**src/rtl/bru_q.sv**
```systemverilog
// Branch resolution unit with a result queue: resolves conditional branches and
// jalr, writes back link values, and queues outcomes in order for the pc generator.
module bru_q #(
    parameter int XLEN  = 64,
    parameter int DEPTH = 4,
    parameter int RB    = 2
) (
    input  logic                     CLK,
    input  logic                     RST,
    input  logic                     flush,
    input  logic                     bru_exeparam_vaild,
    output logic                     bru_exeparam_ready,
    input  logic [7:0]               bru_op,
    input  logic                     is_rvc,
    input  logic                     bru_predict_taken,
    input  logic [XLEN-1:0]          bru_src1,
    input  logic [XLEN-1:0]          bru_src2,
    input  logic [XLEN-1:0]          bru_pc,
    input  logic [XLEN-1:0]          bru_imm,
    input  logic [5+RB-1:0]          bru_rd0,
    output logic                     res_vaild,
    input  logic                     res_ready,
    output logic                     res_taken,
    output logic                     res_redirect,
    output logic                     res_jalr,
    output logic [XLEN-1:0]          res_target,
    output logic                     bru_writeback_vaild,
    output logic [XLEN-1:0]          bru_res_qout,
    output logic [5+RB-1:0]          bru_rd0_qout,
    output logic [$clog2(DEPTH):0]   bru_q_count
);

    localparam int PW = $clog2(DEPTH);
    localparam int CW = PW + 1;

    logic [CW-1:0]   count;
    logic [PW-1:0]   wr_ptr;
    logic [PW-1:0]   rd_ptr;

    logic [XLEN-1:0] target_mem   [DEPTH];
    logic [DEPTH-1:0] taken_mem;
    logic [DEPTH-1:0] redirect_mem;
    logic [DEPTH-1:0] jalr_mem;

    // Decode is only trusted for a single set bit; anything else writes back 0 and never queues.
    logic op_onehot, is_jal, is_jalr, is_cond;
    assign op_onehot = (bru_op != 8'd0) && ((bru_op & (bru_op - 8'd1)) == 8'd0);
    assign is_jal    = op_onehot & bru_op[7];
    assign is_jalr   = op_onehot & bru_op[6];
    assign is_cond   = op_onehot & (|bru_op[5:0]);

    logic src_eq, src_lt, src_ltu, cond_taken;
    assign src_eq     = (bru_src1 == bru_src2);
    assign src_lt     = ($signed(bru_src1) < $signed(bru_src2));
    assign src_ltu    = (bru_src1 < bru_src2);
    assign cond_taken = (bru_op[5] &  src_eq)  | (bru_op[4] & ~src_eq) |
                        (bru_op[3] &  src_lt)  | (bru_op[2] & ~src_lt) |
                        (bru_op[1] &  src_ltu) | (bru_op[0] & ~src_ltu);

    logic [XLEN-1:0] link_pc, branch_target, jalr_sum, jalr_target;
    assign link_pc       = bru_pc + (is_rvc ? XLEN'(2) : XLEN'(4));
    assign branch_target = bru_pc + bru_imm;
    assign jalr_sum      = bru_src1 + bru_imm;
    assign jalr_target   = jalr_sum & {{(XLEN-1){1'b1}}, 1'b0};

    logic            new_taken, new_redirect;
    logic [XLEN-1:0] new_target;
    assign new_taken    = is_jalr | (is_cond & cond_taken);
    assign new_redirect = is_jalr | (cond_taken ^ bru_predict_taken);
    assign new_target   = is_jalr ? jalr_target : (cond_taken ? branch_target : link_pc);

    logic accept, enq, deq;
    assign bru_exeparam_ready = (count < CW'(DEPTH));
    assign accept             = bru_exeparam_vaild & bru_exeparam_ready & ~flush;
    assign enq                = accept & (is_cond | is_jalr);
    assign res_vaild          = (count != '0);
    assign deq                = res_vaild & res_ready & ~flush;

    always_ff @(posedge CLK) begin
        // NOTE: sequential state uses non-blocking assignments so every register sees pre-edge values.
        if (RST) begin
            count  <= '0;
            wr_ptr <= '0;
            rd_ptr <= '0;
        end else if (flush) begin
            count  <= '0;
            wr_ptr <= '0;
            rd_ptr <= '0;
        end else begin
            if (enq) wr_ptr <= wr_ptr + PW'(1);
            if (deq) rd_ptr <= rd_ptr + PW'(1);
            if (enq && !deq)      count <= count + CW'(1);
            else if (deq && !enq) count <= count - CW'(1);
        end
    end

    // NOTE: the payload array has no reset; entries are only observed once count covers them.
    always_ff @(posedge CLK) begin
        if (!RST && enq) begin
            target_mem[wr_ptr]   <= new_target;
            taken_mem[wr_ptr]    <= new_taken;
            redirect_mem[wr_ptr] <= new_redirect;
            jalr_mem[wr_ptr]     <= is_jalr;
        end
    end

    always_ff @(posedge CLK) begin
        if (RST) begin
            bru_writeback_vaild <= 1'b0;
            bru_res_qout        <= '0;
            bru_rd0_qout        <= '0;
        end else begin
            bru_writeback_vaild <= accept;
            if (accept) begin
                bru_res_qout <= (is_jal | is_jalr) ? link_pc : '0;
                bru_rd0_qout <= bru_rd0;
            end
        end
    end

    assign res_taken    = taken_mem[rd_ptr];
    assign res_redirect = redirect_mem[rd_ptr];
    assign res_jalr     = jalr_mem[rd_ptr];
    assign res_target   = target_mem[rd_ptr];
    assign bru_q_count  = count;

endmodule

```
**config.mk**
```make
export PLATFORM = sky130hd
export DESIGN_NAME = bru_q
export DESIGN_NICKNAME = d
export VERILOG_FILES = /design/src/rtl/bru_q.sv
export SDC_FILE = /design/constraint.sdc
export NUM_CORES = 1
export LEC_CHECK = 0
export CORE_MARGIN = 4
export CORE_UTILIZATION = 40
export CTS_BUF_LIST = sky130_fd_sc_hd__clkbuf_4 sky130_fd_sc_hd__clkbuf_8
export CTS_CLUSTER_SIZE = 24
export DETAILED_ROUTE_END_ITERATION = 8
export PLACE_DENSITY = 0.71
export SLEW_MARGIN = 15
export SYNTH_ARGS = -nofsm -noshare
export SYNTH_HDL_FRONTEND = slang
export SYNTH_SLANG_ARGS = --single-unit
```
**constraint.sdc**
```tcl
create_clock -name CLK -period 4.45 [get_ports CLK]
set_clock_uncertainty 0.05 [all_clocks]
set_input_delay 0.89 -clock CLK [delete_from_list [all_inputs] [get_ports CLK]]
set_output_delay 0.89 -clock CLK [all_outputs]
set_load 0.01 [all_outputs]
```
==> impl_metrics.env <==
export IMPL_yosysSeqAreaShare=0.404
export IMPL_core_mm2=0.0591
export IMPL_endpoint_kind="register"
export IMPL_synthFlopType="edfxtp_1"
export IMPL_clk_latency_ns=0.58
export IMPL_yosysTopAreaCell="edfxtp_1"
export IMPL_synthTopCellsByCount="edfxtp_1, nor2_1, a21oi_1, ha_1, nand2_1"
export IMPL_hold_class="register to register"
export IMPL_ys_async_sr_fraction=0
export IMPL_arrival_ns=4.74
export IMPL_synth_area_mm2=0.0240
export IMPL_antenna_found_initial=5
export IMPL_setup_viol=0
export IMPL_grt_pass1_vias=22149
export IMPL_ff_latch_area_mm2=0.00967
export IMPL_drv_slew=0
export IMPL_die_w_um=253
export IMPL_die_h_um=253
export IMPL_tightest_slew_ns=0.935
export IMPL_slew_headroom=0.376
export IMPL_grt_total_usage=0.278
export IMPL_synth_avg_cell_area_um2=10.1
export IMPL_drt_iter0_markers=2440
export IMPL_synth_nets=2852
export IMPL_overflow=0
export IMPL_via_per_inst=5.61
export IMPL_synth_most_common_cell="edfxtp_1"
export IMPL_final_area_mm2=0.0341
export IMPL_multiInputGateArea_mm2=0.0136
export IMPL_peakVddDrop_uv=205
export IMPL_num_vias=22776
export IMPL_post_route_min_period_ns=4.34
export IMPL_required_ns=4.85
export IMPL_rsz0062_at_grt="false"
export IMPL_ant_nets=0
export IMPL_ys_ff_latch=349
export IMPL_cts_tree="done"
export IMPL_io_pins=422
export IMPL_final_core_utilization=0.577
export IMPL_grt_max_degree=74
export IMPL_std_cell_rows=89
export IMPL_fillers=4966
export IMPL_synth_distinct_cells=89
export IMPL_yosys_warnings=0
export IMPL_synth_top_cell_area_share=0.336
export IMPL_synthTopCellsByArea="edfxtp_1, ha_1, dfxtp_1"
export IMPL_maxCapViolCount=0
export IMPL_cp_max_fo=16
export IMPL_drt_wl_total_um=93600
export IMPL_outcome="completed"
export IMPL_dp_hpwl_um=76500
export IMPL_start_util=0.405
export IMPL_dieArea_mm2=0.0639
export IMPL_cts_root_buf="clkbuf_8"
export IMPL_dr_pass1_iters=6
export IMPL_critPathKind="primary input to register"
export IMPL_clockBufferDepth=3
export IMPL_drive_above_1_share=0.223
export IMPL_clock_sinks=349
export IMPL_wire_per_inst_um=23.1
export IMPL_post_cts_setup_buffers=0
export IMPL_post_route_period_util=0.975
export IMPL_io_buffers=421
export IMPL_synth_edf_count=268
export IMPL_leakage_uw=0.0138
export IMPL_clock_fmax_mhz=230
export IMPL_gp_congestion=0.962
export IMPL_syn_instance_count=2374
export IMPL_finalNetCount=3717
export IMPL_drc=0
export IMPL_clk_pin_slew_ns=0.07
export IMPL_hold_viol=0
export IMPL_h_tree_depth=2
export IMPL_start_kind="primary input"
export IMPL_area_growth_pct=42.3
export IMPL_holdWs_ns=0.407
export IMPL_numCtsBuffers=49
export IMPL_post_dp_cell_area_mm2=0.0326
export IMPL_p_per_area_mw_per_mm2=285
export IMPL_grt_pass1_wl_um=136000
where the power goes:
part           internal, uW  switching, uW
Sequential             3660           2.71
Combinational          1370           1590
Clock                  1850           1240
metal layers:
layer  routed length [um]  track usage  vias up
met5                    0            0        -
met4                 2380       0.0708        0
met3                 7050       0.0390      126
met2                42300        0.437      971
met1                41900        0.407    11051
li1                     -            -    10628
stage by stage:
stage	std cells	power (uW)	setup TNS, ns	setup WS [ns]
detailed placement	3959	6570	-146.63	-0.719
global route	4058	10100	0	0.00338
floorplan	2374	5110	0	0.473
global placement	3959	6530	-113.12	-0.545
finish	4058	9710	0	0.110
CTS	4051	9640	0	0.00902
sequential cells by signal, indices dropped and copies added (netlist names), named ones only:
| signal | cells |
|---|---|
| bru_res_qout | 64 |
| bru_writeback_vaild | 1 |
| bru_q_count | 3 |
| jalr_mem | 4 |
| taken_mem | 4 |
| target_mem | 256 |
| redirect_mem | 4 |
| rd_ptr | 2 |
| bru_rd0_qout | 7 |
| wr_ptr | 2 |
placed cells by master, fill, tap and decap left out, drive strengths merged, types with 44 or more instances in the layout:
cell type / synthesis / final
buf: 32 / 498
clkdlybuf4s50: 0 / 419
edfxtp: 268 / 268
nor2: 254 / 254
a21oi: 240 / 240
ha: 196 / 196
nand2: 158 / 158
inv: 107 / 107
xnor2: 105 / 105
a21o: 96 / 96
o21ai: 87 / 87
xor2: 83 / 83
dfxtp: 81 / 81
mux4: 67 / 67
a22oi: 66 / 66
clkbuf: 74 / 64
nand4: 54 / 54
nand3: 44 / 44
critical path, cell delays in order:
cell	delay [ns]
clkdlybuf4s50_1	0.46
inv_1	0.04
ha_1	0.28
a21o_1	0.18
a21o_1	0.17
a21oi_1	0.29
o21ai_0	0.23
a211oi_1	0.32
buf_4	0.19
o21ai_1	0.07
or4b_4	0.58
nand2_8	0.17
buf_12	0.18
mux2i_1	0.08
a21oi_1	0.40
buf_4	0.21
timing repair:
| item | CTS | global route |
|---|---|---|
| resized for setup | 7 | 32 |
| hold buffers | 0 | 0 |
| pin swaps | 1 | 10 |
| gates cloned | 0 | 2 |
| endpoints found under the setup margin | 64 | 223 |
final timing paths:
path,startpoint,cells past startpoint,to,slack [ns]
setup / recovery,bru_src2[9],16,target_mem[3][41]$_DFFE_PP_,0.11
hold / removal,bru_rd0_qout[5]$_SDFFE_PP0P_,2,bru_rd0_qout[5]$_SDFFE_PP0P_,0.41
setup reg to reg,bru_q_count[2]$_SDFFE_PP0P_,10,bru_q_count[2]$_SDFFE_PP0P_,1.88
hold reg to reg,bru_rd0_qout[5]$_SDFFE_PP0P_,2,bru_rd0_qout[5]$_SDFFE_PP0P_,0.41
cell type report:
type,count,area share
diodes,5,0.000367
clock buffers,62,0.0237
repair buffers,920,0.241
clock inverters,30,0.0126
flip-flops and latches,349,0.284
well taps,773,0.0284
multi-input cells,1812,0.398
inverters,107,0.0118
cells by family (layout without fill, tap and decap cells):
logic type | after synthesis | count (layout) | synth area share
adder cells (fa/ha/maj) | 201 | 201 | 0.106
AO/OA/AOI/OAI | 663 | 663 | 0.181
XOR/XNOR | 188 | 188 | 0.0687
AND/OR/NAND/NOR | 666 | 666 | 0.131
multiplexers | 94 | 94 | 0.0743
other | 0 | 5 | 0
buffers and inverters | 213 | 1119 | 0.0361
flip-flops | 349 | 349 | 0.404
Note: power is estimated with default switching activity, not from simulation.
